[config.mk]
export PLATFORM = sky130hd
export DESIGN_NAME = neuron_layer_sequencer
export DESIGN_NICKNAME = d
export VERILOG_FILES = /design/src/rtl/nn_pkg.sv /design/src/rtl/neuron_weight_fetch.sv /design/src/rtl/neuron_layer_sequencer.sv
export SDC_FILE = /design/constraint.sdc
export NUM_CORES = 1
export LEC_CHECK = 0
export ABC_AREA = 1
export CAP_MARGIN = 20
export CORE_AREA = 2 2 282 284
export CTS_BUF_LIST = sky130_fd_sc_hd__clkbuf_4 sky130_fd_sc_hd__clkbuf_8
export DETAILED_ROUTE_END_ITERATION = 10
export DIE_AREA = 0 0 284 286
export GPL_TIMING_DRIVEN = 0
export MAX_ROUTING_LAYER = met4
export PLACE_DENSITY = 0.52
export SLEW_MARGIN = 25
export SYNTH_ARGS = -nofsm -noshare
export SYNTH_HDL_FRONTEND = slang
export SYNTH_SLANG_ARGS = --single-unit
[constraint.sdc]
create_clock -name clk -period 16.4 [get_ports clk]
set_input_delay 1.64 -clock clk [delete_from_list [all_inputs] [get_ports clk]]
set_output_delay 1.64 -clock clk [all_outputs]
set_load 0.03 [all_outputs]
[src/rtl/nn_pkg.sv]
// Shared widths, state encoding and helpers for the time-multiplexed neuron layer.
package nn_pkg;

    localparam int WEIGHT_W = 17;
    localparam int ACT_W    = 27;
    localparam int FAN_IN   = 9;
    localparam int WVEC_W   = WEIGHT_W * FAN_IN;
    localparam int AVEC_W   = ACT_W * FAN_IN;
    localparam int FCNT_W   = 4;

    typedef enum logic [2:0] {
        ST_IDLE   = 3'd0,
        ST_FETCH  = 3'd1,
        ST_LAUNCH = 3'd2,
        ST_WAIT   = 3'd3,
        ST_STORE  = 3'd4,
        ST_DONE   = 3'd5
    } state_t;

    function automatic logic [ACT_W-1:0] relu(input logic [ACT_W-1:0] v);
        return v[ACT_W-1] ? {ACT_W{1'b0}} : v;
    endfunction

endpackage

[src/rtl/neuron_weight_fetch.sv]
// Streams FAN_IN sequential weight reads from a base address and captures each
// word one cycle after its read strobe into the slot it belongs to.
module neuron_weight_fetch
    import nn_pkg::*;
#(
    parameter int ADDR_W = 8
) (
    input  logic                clk,
    input  logic                rst,
    input  logic                start,
    input  logic [ADDR_W-1:0]   base,
    input  logic [WEIGHT_W-1:0] w_data,
    output logic                w_rd,
    output logic [ADDR_W-1:0]   w_addr,
    output logic [WVEC_W-1:0]   weights,
    output logic                last
);

    localparam logic [FCNT_W-1:0] RD_LAST  = FCNT_W'(FAN_IN - 1);
    localparam logic [FCNT_W-1:0] CAP_LAST = FCNT_W'(FAN_IN);

    logic [FCNT_W-1:0]               cnt_r;
    logic                            active_r;
    logic                            w_rd_r;
    logic [ADDR_W-1:0]               w_addr_r;
    logic [FAN_IN-1:0][WEIGHT_W-1:0] wreg_r;

    // Read strobe/address generation and delayed capture of returning words
    always_ff @(posedge clk or posedge rst) begin
        if (rst) begin
            cnt_r    <= {FCNT_W{1'b0}};
            active_r <= 1'b0;
            w_rd_r   <= 1'b0;
            w_addr_r <= {ADDR_W{1'b0}};
            wreg_r   <= {(FAN_IN*WEIGHT_W){1'b0}};
        end else if (start) begin
            cnt_r    <= {FCNT_W{1'b0}};
            active_r <= 1'b1;
            w_rd_r   <= 1'b1;
            w_addr_r <= base;
        end else if (active_r) begin
            cnt_r  <= cnt_r + FCNT_W'(1);
            w_rd_r <= (cnt_r < RD_LAST);
            if (cnt_r < RD_LAST) begin
                w_addr_r <= w_addr_r + ADDR_W'(1);
            end
            // Word returned now belongs to the read issued one cycle earlier
            if (cnt_r != {FCNT_W{1'b0}}) begin
                wreg_r[cnt_r - FCNT_W'(1)] <= w_data;
            end
            if (cnt_r == CAP_LAST) begin
                active_r <= 1'b0;
            end
        end else begin
            w_rd_r <= 1'b0;
        end
    end

    assign w_rd    = w_rd_r;
    assign w_addr  = w_addr_r;
    assign weights = wreg_r;
    assign last    = active_r && (cnt_r == CAP_LAST);

endmodule

[src/rtl/neuron_layer_sequencer.sv]
// Runs every neuron of a layer through one shared MAC+ReLU datapath:
// fetch weights, launch, wait (bounded), store the clamped result.
module neuron_layer_sequencer
    import nn_pkg::*;
#(
    parameter int NUM_NEURONS = 8,
    parameter int ADDR_W      = 8,
    parameter int IDX_W       = 3,
    parameter int TIMEOUT     = 64
) (
    input  logic                clk,
    input  logic                rst,
    input  logic                layer_start,
    input  logic [AVEC_W-1:0]   in_vec,
    output logic                busy,
    output logic                layer_done,
    output logic                err,
    output logic                w_rd,
    output logic [ADDR_W-1:0]   w_addr,
    input  logic [WEIGHT_W-1:0] w_data,
    output logic                n_start,
    output logic [WVEC_W-1:0]   n_weights,
    output logic [AVEC_W-1:0]   n_inputs,
    input  logic                n_done,
    input  logic [ACT_W-1:0]    n_result,
    output logic                res_we,
    output logic [IDX_W-1:0]    res_addr,
    output logic [ACT_W-1:0]    res_data
);

    localparam int               TMO_W    = $clog2(TIMEOUT) + 1;
    localparam logic [IDX_W-1:0] LAST_IDX = IDX_W'(NUM_NEURONS - 1);
    localparam logic [TMO_W-1:0] TMO_LAST = TMO_W'(TIMEOUT - 1);

    state_t             state_r, next_state_s;
    logic [IDX_W-1:0]   idx_r, next_idx_s;
    logic [TMO_W-1:0]   tmo_r;
    logic               accept_s, tmo_hit_s, fetch_start_s, fetch_last_s;
    logic [ADDR_W-1:0]  base_s;
    logic               busy_r, layer_done_r, err_r, n_start_r, res_we_r;
    logic [IDX_W-1:0]   res_addr_r;
    logic [ACT_W-1:0]   res_data_r;
    logic [AVEC_W-1:0]  in_vec_r;

    neuron_weight_fetch #(.ADDR_W(ADDR_W)) u_fetch (
        .clk     (clk),
        .rst     (rst),
        .start   (fetch_start_s),
        .base    (base_s),
        .w_data  (w_data),
        .w_rd    (w_rd),
        .w_addr  (w_addr),
        .weights (n_weights),
        .last    (fetch_last_s)
    );

    // Next-state, neuron index and event decode
    always_comb begin
        next_state_s = state_r;
        next_idx_s   = idx_r;
        accept_s     = 1'b0;
        tmo_hit_s    = 1'b0;
        case (state_r)
            ST_IDLE: begin
                if (layer_start) begin
                    next_state_s = ST_FETCH;
                    next_idx_s   = {IDX_W{1'b0}};
                    accept_s     = 1'b1;
                end else begin
                    next_state_s = ST_IDLE;
                end
            end
            ST_FETCH: begin
                if (fetch_last_s) begin
                    next_state_s = ST_LAUNCH;
                end else begin
                    next_state_s = ST_FETCH;
                end
            end
            ST_LAUNCH: next_state_s = ST_WAIT;
            ST_WAIT: begin
                if (n_done) begin
                    next_state_s = ST_STORE;
                end else if (tmo_r == TMO_LAST) begin
                    next_state_s = ST_STORE;
                    tmo_hit_s    = 1'b1;
                end else begin
                    next_state_s = ST_WAIT;
                end
            end
            ST_STORE: begin
                if (idx_r == LAST_IDX) begin
                    next_state_s = ST_DONE;
                end else begin
                    next_state_s = ST_FETCH;
                    next_idx_s   = idx_r + IDX_W'(1);
                end
            end
            ST_DONE: next_state_s = ST_IDLE;
            default: next_state_s = ST_IDLE;
        endcase
        fetch_start_s = (next_state_s == ST_FETCH) && (state_r != ST_FETCH);
        base_s        = ADDR_W'(next_idx_s) * ADDR_W'(FAN_IN);
    end

    // State, index, timeout counter and state-aligned strobes
    always_ff @(posedge clk or posedge rst) begin
        if (rst) begin
            state_r      <= ST_IDLE;
            idx_r        <= {IDX_W{1'b0}};
            tmo_r        <= {TMO_W{1'b0}};
            busy_r       <= 1'b0;
            layer_done_r <= 1'b0;
            n_start_r    <= 1'b0;
            res_we_r     <= 1'b0;
        end else begin
            state_r      <= next_state_s;
            idx_r        <= next_idx_s;
            tmo_r        <= (state_r == ST_WAIT) ? tmo_r + TMO_W'(1) : {TMO_W{1'b0}};
            busy_r       <= next_state_s inside {ST_FETCH, ST_LAUNCH, ST_WAIT, ST_STORE};
            layer_done_r <= (next_state_s == ST_DONE);
            n_start_r    <= (next_state_s == ST_LAUNCH);
            res_we_r     <= (next_state_s == ST_STORE);
        end
    end

    // Input latch, sticky timeout flag and result capture
    always_ff @(posedge clk or posedge rst) begin
        if (rst) begin
            in_vec_r   <= {AVEC_W{1'b0}};
            err_r      <= 1'b0;
            res_addr_r <= {IDX_W{1'b0}};
            res_data_r <= {ACT_W{1'b0}};
        end else begin
            if (accept_s) begin
                in_vec_r <= in_vec;
                err_r    <= 1'b0;
            end else if (tmo_hit_s) begin
                err_r <= 1'b1;
            end
            // A timed-out neuron stores zero so the layer can still complete
            if ((state_r == ST_WAIT) && (next_state_s == ST_STORE)) begin
                res_addr_r <= idx_r;
                res_data_r <= tmo_hit_s ? {ACT_W{1'b0}} : relu(n_result);
            end
        end
    end

    assign busy       = busy_r;
    assign layer_done = layer_done_r;
    assign err        = err_r;
    assign n_start    = n_start_r;
    assign n_inputs   = in_vec_r;
    assign res_we     = res_we_r;
    assign res_addr   = res_addr_r;
    assign res_data   = res_data_r;

endmodule

; Yosys cells after proc, flatten, opt, wreduce, memory -nomap -nowiden
; Cells that the tools add are included.
[totals]
inputBits = 291
word_cells = 91
register_bits = 458
[op_classes]
n_addsub = 5
n_lt_le_gt_ge = 3
n_reduce_logical = 12
n_bitwise = 1
multipliers = 1
eq_ne = 13
muxes = 32
[op_table]
columns = op, n
row1 = $bwmux 153, 1
row2 = $demux 17 s4, 1
row3 = $mux 26, 2
row4 = $mux 8, 3
row5 = $mux 17, 1
row6 = $mux 3, 5
row7 = $pmux 3 s5, 1
row8 = $mux 1, 13
row9 = $eq 3x2->1 const B, 4
row10 = $eq 3x3->1 const B, 4
row11 = $add 8x1->8 const B, 1
row12 = $mux 4, 2
row13 = $reduce_bool 4->1, 2
row14 = $add 7x1->7 const B, 1
row15 = $eq 7x6->1 const B, 1
row16 = $mul 3x4->7 const B, 1
row17 = $mux 7, 1
row18 = $eq 3x1->1 const B, 2
row19 = $pmux 3 s2, 1
row20 = $reduce_bool 2->1, 3
row21 = $lt 4x5->1 const B, 1
row22 = $add 4x1->4 const B, 1
row23 = $eq 4x4->1 const B, 1
row24 = $ge 4x1->1 const B, 1
row25 = other kinds (10), 13

; Longest topological paths before layout
; Gate-level depths: netlist (run 1).
[logic_depth]
depth_word = 8
ltp_mapped = 12
depth_no_buf = 11

; Hierarchy
; A second synthesis (run 1) with hierarchy kept.
[hier_totals]
cells_unflattened = 2075
area_unflattened_um2 = 18635.4
[modules_own_cells]
columns = module, area_per_inst_um2, instances, cells_each
row1 = neuron_layer_sequencer, 11153.2, 1, 1252
row2 = neuron_weight_fetch, 7482.2, 1, 823

; Least setup slack after synthesis (run 1)
; OpenSTA, ideal clock, no wires.
[synth_path]
kind = in2reg
startpoint = input layer_start
endpoint = register u_fetch.wreg_r, in the netlist u_fetch.weights[0]
required_time_ns = 16.282
stages = 8
path_slack_ns = 13.667
arrival_ns = 2.615
n_path_buf = 2
setup_ns = 0.118
path_cell_list = nand3_1 -> nand2_2 -> nor2_8 -> buf_6 -> nand2_4 -> buf_6 -> nand2_1 -> nand2_1
[synth_between]
elab_chain_len = 6
[synth_rtl]
columns = element, line_no
row1 = from (decl), neuron_layer_sequencer.sv:13  ; input logic layer_start,
row2 = $mux 1, neuron_layer_sequencer.sv:65  ; if (layer_start) begin
row3 = $pmux 3 s5, neuron_layer_sequencer.sv:63  ; case (state_r)
row4 = $eq 3x1->1, neuron_layer_sequencer.sv:102  ; fetch_start_s = (next_state_s == ST_FETCH) && (state_r != ST_FETCH);
row5 = $logic_and 1x1->1, neuron_layer_sequencer.sv:102
row6 = $not 1->1 (no source line), -
row7 = $reduce_and 3->1 (no source line), -
row8 = to (signal assigned), neuron_weight_fetch.sv:35  ; wreg_r <= {(FAN_IN*WEIGHT_W){1'b0}};
row9 = "to (signal, indexed assignment)", neuron_weight_fetch.sv:49  ; wreg_r[cnt_r - FCNT_W'(1)] <= w_data;
row10 = to (decl), neuron_weight_fetch.sv:26  ; logic [FAN_IN-1:0][WEIGHT_W-1:0] wreg_r;
; No other way between the ends.
; A chain may end at the register's enable or synchronous reset.

; Worst setup path in the final report (run 1)
[layout_path]
startpoint = register in_vec_r[164], in the netlist n_inputs[164]
endpoint = output n_inputs[164]
[layout_rtl]
columns = element, line_no
row1 = from (decl), neuron_layer_sequencer.sv:43  ; logic [AVEC_W-1:0] in_vec_r;
row2 = from (signal assigned), neuron_layer_sequencer.sv:130  ; in_vec_r <= {AVEC_W{1'b0}};
row3 = from (signal assigned), neuron_layer_sequencer.sv:136  ; in_vec_r <= in_vec;
row4 = to (decl), neuron_layer_sequencer.sv:23  ; output logic [AVEC_W-1:0] n_inputs,
; No word-level cell between the ends.

==> run_results.csv, run 1 <==
group,metric,value,unit
routing,drc,0,
sta,hold_viol_final,0,
worst_setup_path,startpoint,"n_inputs[164]",
placed_design,postPlaceCellArea,26800,µm²
synth,synth_top_cell_area_share,62.8,%
routing,vias,16500,
worst_setup_path,endpoint,"n_inputs[164]",
outcome,status,"finished, final reports clean",
sta,rsz0062_at_grt,"false",
sta,slew_headroom,38.4,%
global_route,antenna_found_initial,1,
worst_setup_path,cp.arrival,1.96,ns
worst_setup_path,startpoint_type,"flop",
synth,synth_edf_count,0,
floorplan,dieArea,81200,µm²
routing,viasPerCell,4.17,
floorplan,placementRows,103,
sta,tightest_slew,0.923,ns
worst_setup_path,regToRegSetupSlack,13.99,ns
routing,drtAntennaViolNets,0,
layout,layout_common_cells,"nand2_1 (1132), clkdlybuf4s50_1 (711), dfrtp_1 (457), nand3_1 (169), clkbuf_8 (109)",
layout,area_growth,57.7,%
power,peakVddDrop,102,µV
worst_setup_path,cp_slowest_cell,"clkdlybuf4s50_1",
cts,clk-insertion-delay-late,0.65,ns
sta,min_period,3.60,ns
power,power,0.00655,W
worst_hold_path,min_from,"tmo_r[0]",
layout,fin_area,28700,µm²
synth,synth_warnings,0,
synth,synth_ff_type,"dfrtp_1",
cts,clock_sinks,457,
cts,post_cts_resized,0,
floorplan,die_y,286,µm
power,power_leakage,14.1,nW
cts,root_buffer,"clkbuf_8",
synth,synthDistinctLibCells,36,
power,power_density,228,nW/µm²
worst_setup_path,path_delay_family,"buffers and inverters",
cts,cts-buffers-inserted,87,
floorplan,initial_core_util,23.2,%
layout,fillers,8150,
worst_setup_path,cp-end-kind,"output pin",
worst_setup_path,cp.depth,1,
worst_setup_path,cp_cell_sequence,"clkdlybuf4s50_1",
placed_design,routabilityCongestion,0.854,
synth,synth_seq_cells,457,
synth,async_reset_ff_share,100,%
worst_setup_path,r2r-start,"state_r[2]",
synth,yosysSeqAreaShare,62.8,%
layout,multi_input_area,5980,µm²
job,drv_cap,0,
worst_setup_path,rr_endpoint,"n_inputs[13]",
routing,wl,73700,µm
global_route,grt_pass1_wl,108000,µm
floorplan,io_pins,731,
layout,layout-drive-gt1-share,8.79,%
placed_design,dpl.cell_count,3805,
sta,fmaxAchievable,0.278,GHz
cts,cts_max_level,3,
synth,yosys.area.top_type,"dfrtp_1",
cts,cts_tree,"done",
worst_setup_path,worstPathMaxFanout,2,
placed_design,dp_hpwl,55500,µm
worst_setup_path,worst-path-buf-inv,1,
synth,synth_area_leaders,"dfrtp_1 (63%), nand2_1 (23%), nand3_1 (4.6%)",
sta,maxSlewViolCount,0,
layout,nets,3144,
floorplan,die_x,284,µm
synth,syn_avg_cell_area,8.93,µm²
floorplan,core,78400,µm²
worst_setup_path,critPathMaxStageDelay,0.93,ns
worst_setup_path,required,14.76,ns
sta,period_share,21.9,%
cts,cts_hold_buf,0,
synth,syn_area,18200,µm²
routing,drt-wirelength-per-cell,18.6,µm
sta,skew,0.0331,ns
cts,clockBufferDepth,3,
worst_setup_path,rr_worst_depth,7,
routing,firstDrtPassIters,5,
placed_design,dp_slack,12.12,ns
global_route,grtUsageTotal,18.1,%
synth,synth_nets,2339,
cts,postCtsSetupRepairBufs,0,
global_route,first_global_vias,16600,
global_route,grt_max_degree,93,
synth,synth_cells,2039,
sta,setup_viol,0,
worst_hold_path,hold_class,"reg -> reg",
layout,seqCellArea,11400,µm²
layout,layout_commonest_cell,"nand2_1",
worst_setup_path,worstSetupPathType,"reg -> out",
placed_design,portBuffers,711,
global_route,overflow,0,
sta,tns,0,ns
routing,dr.first_iter.drc_count,981,
cts,path_clk_slew,0.06,ns
layout,fin_cells,3963,
sta,setup_ws,12.80,ns
[metal layers]
metal	up-vias	global-route usage, %	share of wire, %
met5	-	-	0
met3	103	5.30	7.5
met1	7873	21.5	41
li1	7963	-	-
met4	0	4.53	2.1
met2	593	30.3	50
[synth_stat cells (8+ instances only)]
cell and instances:
nand2_1 1132, dfrtp_1 457, nand3_1 169, clkbuf_1 52
inv_1 33, buf_2 28, nand4_1 27, nor2_1 25
buf_4 24, o21ai_0 11, buf_6 10, ha_1 9
a21oi_1 8, nand2_4 8, nor2_4 8
[final cells by class]
class	instances	area share (%)
buffer	120	2.27
sequential	457	39.8
inverter	37	0.510
clock inverter	22	0.810
tap	1050	4.57
antenna	1	0.00871
clock buffer	135	5.90
timing repair buffer	716	25.3
multi-input combinational	1425	20.8
[through the flow]
step | util, % | hold WS [ns]
floorplan | - | 0.433
global route | 36.6 | 0.485
detailed placement | 34.2 | 0.457
global placement | 34.0 | 0.453
finish | 36.6 | 0.464
CTS | 36.6 | 0.466
[state kept, by name, summed over array words and instances, names as in the netlist]
name,flops
idx_r,3
err,1
state_r,3
busy,1
n_start,1
u_fetch.active_r,1
u_fetch.w_rd,1
layer_done,1
u_fetch.weights,153
n_inputs,243
res_data,26
res_we,1
u_fetch.cnt_r,4
u_fetch.w_addr,8
tmo_r,7
res_addr,3
[kinds of logic (layout without fill, tap and decap cells)]
family / count (synthesis) / in the layout / share of synthesized area [%]
AOI/OAI and AO/OA: 27 / 27 / 0.880
xor gates and xnor gates: 5 / 5 / 0.240
adders and majority gates: 9 / 9 / 0.618
buffers and inverters: 157 / 1030 / 4.34
DFF: 457 / 457 / 62.8
other: 1 / 2 / 0.0206
and+or+nand+nor: 1383 / 1383 / 31.1
[where the power goes]
group          switching [W]  leakage [nW]  internal [W]
clock               0.000526          1.03      0.000710
combinational        0.00213          7.25       0.00124
sequential          0.000310          5.78       0.00163
total                0.00297          14.1       0.00359
[worst min-delay path by stage]
| stage | end | slack (ns) | cells past startpoint |
|---|---|---|---|
| 4_1_cts | tmo_r[0] | 0.47 | 1 |
| 3_5_place_dp | u_fetch.weights[73] | 0.46 | 2 |
| 3_3_place_gp | tmo_r[0] | 0.45 | 1 |
| 2_1_floorplan | tmo_r[0] | 0.43 | 1 |
| 5_1_grt | u_fetch.weights[73] | 0.48 | 2 |
| 6_report | tmo_r[0] | 0.46 | 1 |
Power figures use the tool's default switching activity.
==> inputs of run 2 (changes only) <==
--- a/config.mk
+++ b/config.mk
@@ -7,13 +7,13 @@
 export LEC_CHECK = 0
 export ABC_AREA = 1
 export CAP_MARGIN = 20
-export CORE_AREA = 2 2 282 284
+export CORE_AREA = 2 2 287 289
 export CTS_BUF_LIST = sky130_fd_sc_hd__clkbuf_4 sky130_fd_sc_hd__clkbuf_8
 export DETAILED_ROUTE_END_ITERATION = 10
-export DIE_AREA = 0 0 284 286
+export DIE_AREA = 0 0 289 291
 export GPL_TIMING_DRIVEN = 0
 export MAX_ROUTING_LAYER = met4
-export PLACE_DENSITY = 0.52
+export PLACE_DENSITY = 0.53
 export SLEW_MARGIN = 25
 export SYNTH_ARGS = -nofsm -noshare
 export SYNTH_HDL_FRONTEND = slang
==> constraint.sdc (replaced) <==
create_clock -name clk -period 3.3 [get_ports clk]
set_input_delay 0.33 -clock clk [delete_from_list [all_inputs] [get_ports clk]]
set_output_delay 0.33 -clock clk [all_outputs]
set_load 0.03 [all_outputs]
==> run 2 against run 1 <==
  * Utilization down 1.0 points
  * Clock-buffer cell count up 1
  * Cell count up 0.83%
  * Final area up 0.79%
  * First-iteration DRC count down 22%
  * Wire length up 0.91%
  * Critical path type is now reg -> reg
  * Critical endpoint is now n_inputs[19]
  * Highest routed layer unchanged
==> run_results.csv, run 2 (same netlist as run 1, synthesis figures left out) <==
group,metric,value,unit
worst_hold_path,min_from,"n_done",
routing,vias,16600,
cts,postCtsSetupRepairBufs,0,
power,power_density,1120,nW/µm²
worst_setup_path,startpoint_type,"flop",
worst_setup_path,rr_endpoint,"n_inputs[19]",
cts,clock_sinks,457,
layout,fillers,8390,
power,power_leakage,14.1,nW
placed_design,dpl.cell_count,3839,
global_route,antenna_found_initial,3,
global_route,overflow,0,
power,peakVddDrop,517,µV
worst_setup_path,cp_cell_sequence,"nor2_1 -> nand3_1 -> inv_1 -> clkbuf_1 -> buf_1 -> nand2_1 -> nand2_1",
placed_design,portBuffers,711,
worst_setup_path,timing.critical_path.mode_cell,"nand2_1",
placed_design,dp_hpwl,56600,µm
global_route,grt_max_degree,30,
sta,tns,0,ns
layout,layout_common_cells,"nand2_1 (1132), clkdlybuf4s50_1 (711), dfrtp_1 (457), nand3_1 (169), clkbuf_8 (110)",
sta,rsz0062_at_grt,"false",
sta,fmaxAchievable,0.426,GHz
job,drv_cap,0,
sta,skew,0.0474,ns
global_route,grt_pass1_wl,110000,µm
layout,area_growth,58.9,%
worst_setup_path,r2r-start,"state_r[2]",
floorplan,io_pins,731,
layout,layout_commonest_cell,"nand2_1",
cts,cts_max_level,3,
routing,viasPerCell,4.15,
cts,cts_tree,"done",
sta,slew_headroom,37.3,%
worst_setup_path,worstSetupPathType,"reg -> reg",
cts,cts-buffers-inserted,88,
placed_design,routabilityCongestion,0.863,
floorplan,initial_core_util,22.4,%
worst_setup_path,required,3.88,ns
sta,setup_viol,0,
sta,tightest_slew,0.940,ns
layout,nets,3160,
worst_hold_path,worst_hold_path.endpoint,"res_data[20]",
worst_setup_path,rr_worst_depth,7,
cts,clk-insertion-delay-late,0.68,ns
sta,setup_ws,0.953,ns
worst_setup_path,worstPathMaxFanout,10,
cts,path_clk_slew,0.05,ns
floorplan,die_x,289,µm
cts,root_buffer,"clkbuf_8",
sta,min_period,2.35,ns
layout,fin_cells,3996,
layout,fin_area,28900,µm²
cts,post_cts_resized,0,
worst_setup_path,cp.arrival,2.93,ns
routing,drc,0,
sta,maxSlewViolCount,0,
cts,clockBufferDepth,3,
floorplan,dieArea,84100,µm²
worst_setup_path,cp_slowest_cell,"clkbuf_1",
worst_setup_path,cp-end-kind,"flop",
cts,cts_hold_buf,1,
floorplan,core,81200,µm²
worst_hold_path,hold_class,"in -> reg",
worst_setup_path,regToRegSetupSlack,0.95,ns
routing,drtAntennaViolNets,0,
placed_design,dp_slack,0.556,ns
global_route,first_global_vias,16800,
worst_setup_path,critPathMaxStageDelay,0.70,ns
worst_hold_path,whs_path_depth,3,
power,power,0.0324,W
layout,largest_register_ffs,243,
outcome,status,"finished, final reports clean",
sta,period_share,71.1,%
sta,hold_viol_final,0,
global_route,grtUsageTotal,17.9,%
routing,wl,74400,µm
routing,drt-wirelength-per-cell,18.6,µm
placed_design,postPlaceCellArea,27100,µm²
floorplan,placementRows,105,
floorplan,die_y,291,µm
routing,firstDrtPassIters,5,
routing,dr.first_iter.drc_count,766,
layout,layout-drive-gt1-share,9.07,%
[run 2: cell types whose count changed in the layout (fill, tap and decap cells not counted)]
| cell | change |
|---|---|
| diode_2 | +3 |
| clkinv_2 | -3 |
| dlygate4sd3_1 | +1 |
| inv_8 | -1 |
| bufinv_16 | -3 |
| clkbuf_8 | +1 |
| clkinvlp_4 | +2 |
| inv_6 | -1 |
| buf_12 | +14 |
[run 2: area by class of cell]
type / instances / area, µm² / area share (%)
Antenna cell: 4 / 10.0 / 0.0346
Buffer: 120 / 651 / 2.25
Clock buffer: 136 / 1710 / 5.91
Clock inverter: 16 / 126 / 0.437
Inverter: 37 / 143 / 0.493
Multi-Input combinational cell: 1425 / 5980 / 20.7
Sequential cell: 457 / 11400 / 39.5
Tap cell: 1070 / 1340 / 4.63
Timing Repair Buffer: 731 / 7540 / 26.1
[run 2: through the flow]
stage | hold WS, ns | utilization, %
after floorplan | 0.433 | -
after global placement | 0.452 | 32.8
after detailed placement | 0.458 | 33.4
after CTS | 0.0324 | 35.6
after global routing | 0.0612 | 35.6
final | 0.111 | 35.6
[run 2: worst max path at each step]
stage / start / to / slack [ns]
3_5_place_dp: layer_start / n_inputs[19] / 0.56
2_1_floorplan: rst / busy / -3.21
4_1_cts: state_r[2] / n_inputs[19] / 0.87
3_3_place_gp: rst / n_inputs[64] / -6.96
5_1_grt: state_r[2] / n_inputs[15] / 0.70
6_report: state_r[2] / n_inputs[19] / 0.95
[run 2: layer usage]
metal | track usage [%] | vias up | wire length [µm]
met1 | 21.2 | 7865 | 30400
met4 | 6.07 | 0 | 1820
met3 | 4.61 | 124 | 5650
li1 | - | 7993 | -
met2 | 29.4 | 618 | 36500
met5 | - | - | 0
[run 2: critical path: cells and delay by family (launching register included)]
kind,cells,cell delay [ns]
buf+inv,3,1.37
simple gates,4,0.49
flops,1,0.42
[run 2: where the power goes]
part / switching, W / leakage, nW / internal [W]
combinational: 0.0106 / 7.38 / 0.00622
sequential: 0.00150 / 5.78 / 0.00811
clock: 0.00260 / 0.981 / 0.00330
==> inputs of run 3 (changes only) <==
==> constraint.sdc (replaced) <==
create_clock -name clk -period 1.98 [get_ports clk]
set_input_delay 0.198 -clock clk [delete_from_list [all_inputs] [get_ports clk]]
set_output_delay 0.198 -clock clk [all_outputs]
set_load 0.03 [all_outputs]
==> run 3 against run 2 <==
  * Total power increased by 63%
  * Hold slack got worse by 0.083 ns
  * Critical path depth decreased by 6
  * Sequential share of layout area decreased by 2.3 points
  * Sequential power increased by 65%
==> run_results.csv, run 3 (same netlist as run 1, synthesis figures left out) <==
group,metric,value,unit
outcome,status,"finished, final reports clean",
cts,clock_sinks,457,
placed_design,dp_hpwl,56600,µm
sta,tns,0,ns
cts,clockBufferDepth,3,
routing,dr.first_iter.drc_count,751,
layout,area_growth,68.6,%
job,drv_cap,0,
layout,layout-drive-gt1-share,10.6,%
worst_setup_path,startpoint,"u_fetch.weights[122]",
layout,layout_common_cells,"nand2_1 (1132), dfrtp_1 (456), dlygate4sd2_1 (345), clkdlybuf4s50_1 (344), nand3_1 (169)",
sta,fmaxAchievable,0.528,GHz
power,peakVddDrop,877,µV
placed_design,routabilityCongestion,0.863,
layout,largest_register_ffs,243,
sta,min_period,1.89,ns
cts,cts-buffers-inserted,88,
routing,wl,76700,µm
worst_setup_path,cp_cell_sequence,"clkdlybuf4s50_1",
sta,skew,0.0451,ns
floorplan,die_x,289,µm
worst_hold_path,hold_class,"in -> async",
routing,vias,17600,
worst_setup_path,worstPathMaxFanout,2,
global_route,grtUsageTotal,18.3,%
routing,drtAntennaViolNets,0,
sta,setup_viol,0,
routing,viasPerCell,4.19,
worst_setup_path,r2r-start,"u_fetch.cnt_r[0]",
sta,hold-worst-slack,0.0287,ns
worst_setup_path,worst-path-buf-inv,1,
worst_setup_path,required,1.78,ns
global_route,grt_pass1_wl,113000,µm
worst_setup_path,critPathMaxStageDelay,0.68,ns
power,power_leakage,16.4,nW
worst_setup_path,cp-end-kind,"output pin",
cts,cts_tree,"done",
cts,root_buffer,"clkbuf_8",
layout,nets,3364,
global_route,first_global_vias,17900,
worst_setup_path,regToRegSetupSlack,0.10,ns
worst_setup_path,cp_slowest_cell,"clkdlybuf4s50_1",
placed_design,postPlaceCellArea,27100,µm²
worst_setup_path,worstSetupPathType,"reg -> out",
floorplan,die_y,291,µm
sta,rsz0062_at_grt,"true",
sta,hold_viol_final,0,
sta,slew_headroom,35.6,%
worst_setup_path,cp.arrival,1.70,ns
global_route,antenna_found_initial,3,
routing,drt-wirelength-per-cell,18.3,µm
worst_setup_path,startpoint_type,"flop",
floorplan,io_pins,731,
sta,period_share,95.7,%
layout,fin_area,30700,µm²
floorplan,dieArea,84100,µm²
placed_design,dp_slack,-0.632,ns
global_route,overflow,0,
cts,path_clk_slew,0.06,ns
sta,setup_ws,0.0855,ns
global_route,grt_max_degree,30,
placed_design,portBuffers,711,
power,power_density,1720,nW/µm²
routing,drc,0,
layout,layout_commonest_cell,"nand2_1",
cts,cts_max_level,3,
worst_setup_path,path_delay_family,"buffers and inverters",
routing,firstDrtPassIters,5,
floorplan,core,81200,µm²
floorplan,placementRows,105,
sta,tightest_slew,0.965,ns
cts,clk-insertion-delay-late,0.68,ns
sta,maxSlewViolCount,0,
floorplan,initial_core_util,22.4,%
## run 3: cell count changes in the layout (fill, tap and decap cells not counted), moves of 6 or more
cell	before	now
buf_1	6	0
buf_2	28	22
buf_4	24	54
buf_6	10	17
clkbuf_1	52	38
clkbuf_2	0	16
clkbuf_4	26	32
clkdlybuf4s50_1	711	344
dlygate4sd2_1	0	345
dlygate4sd3_1	1	164
dlymetal6s2s_1	0	21
## run 3: metrics by stage
stage / instances / power [W] / util, %
after floorplan: 2039 / 0.0315 / -
after global placement: 3820 / 0.0442 / 32.8
after detailed placement: 3839 / 0.0444 / 33.4
after CTS: 4171 / 0.0529 / 37.3
after global routing: 4199 / 0.0562 / 37.8
final: 4199 / 0.0529 / 37.8
## run 3: per-layer routing
layer	routed length, µm	track usage (%)	part of all wire, %
met2	37300	30.0	49
met5	0	-	0
met4	2870	6.90	3.7
met3	5690	4.56	7.4
met1	30800	21.5	40
## run 3: timing repair
| action | CTS | global route |
|---|---|---|
| hold endpoints to repair | 218 | 0 |
| resized for setup | 370 | 64 |
| setup buffers | 14 | 20 |
| setup endpoints to repair | 689 | 331 |
| cloned | 0 | 6 |
| pin swaps | 4 | 15 |
| hold buffers | 166 | 0 |
## run 3: path summary, 6_finish.rpt
path | endpoint | cells after the start
setup / recovery | n_weights[122] | 1
hold / removal | u_fetch.weights[64] | 3
setup reg to reg | u_fetch.weights[6] | 12
hold reg to reg | u_fetch.weights[40] | 2
max in group asynchronous | n_inputs[29] | 9
min in group clk | n_inputs[164] | 3
## run 3: layout make-up
cell class / instances / area, µm²
multi-input combinational: 1427 / 6020
antenna: 3 / 7.51
buffer: 120 / 741
clock inverter: 16 / 126
tap: 1070 / 1340
sequential: 457 / 11400
clock buffer: 136 / 1710
timing repair buffer: 933 / 9190
fill: 8337 / 50500
inverter: 37 / 145
## run 3: worst min-delay path, delay by kind of cell
family / cells / cell delay (ns)
buffers and inverters: 3 / 0.89
## run 3: power breakdown
group          internal [W]  leakage, nW  switching (W)  total (W)
Combinational       0.00900         9.59         0.0182     0.0272
Clock               0.00550        0.981        0.00435    0.00985
Sequential           0.0135         5.78        0.00236     0.0159
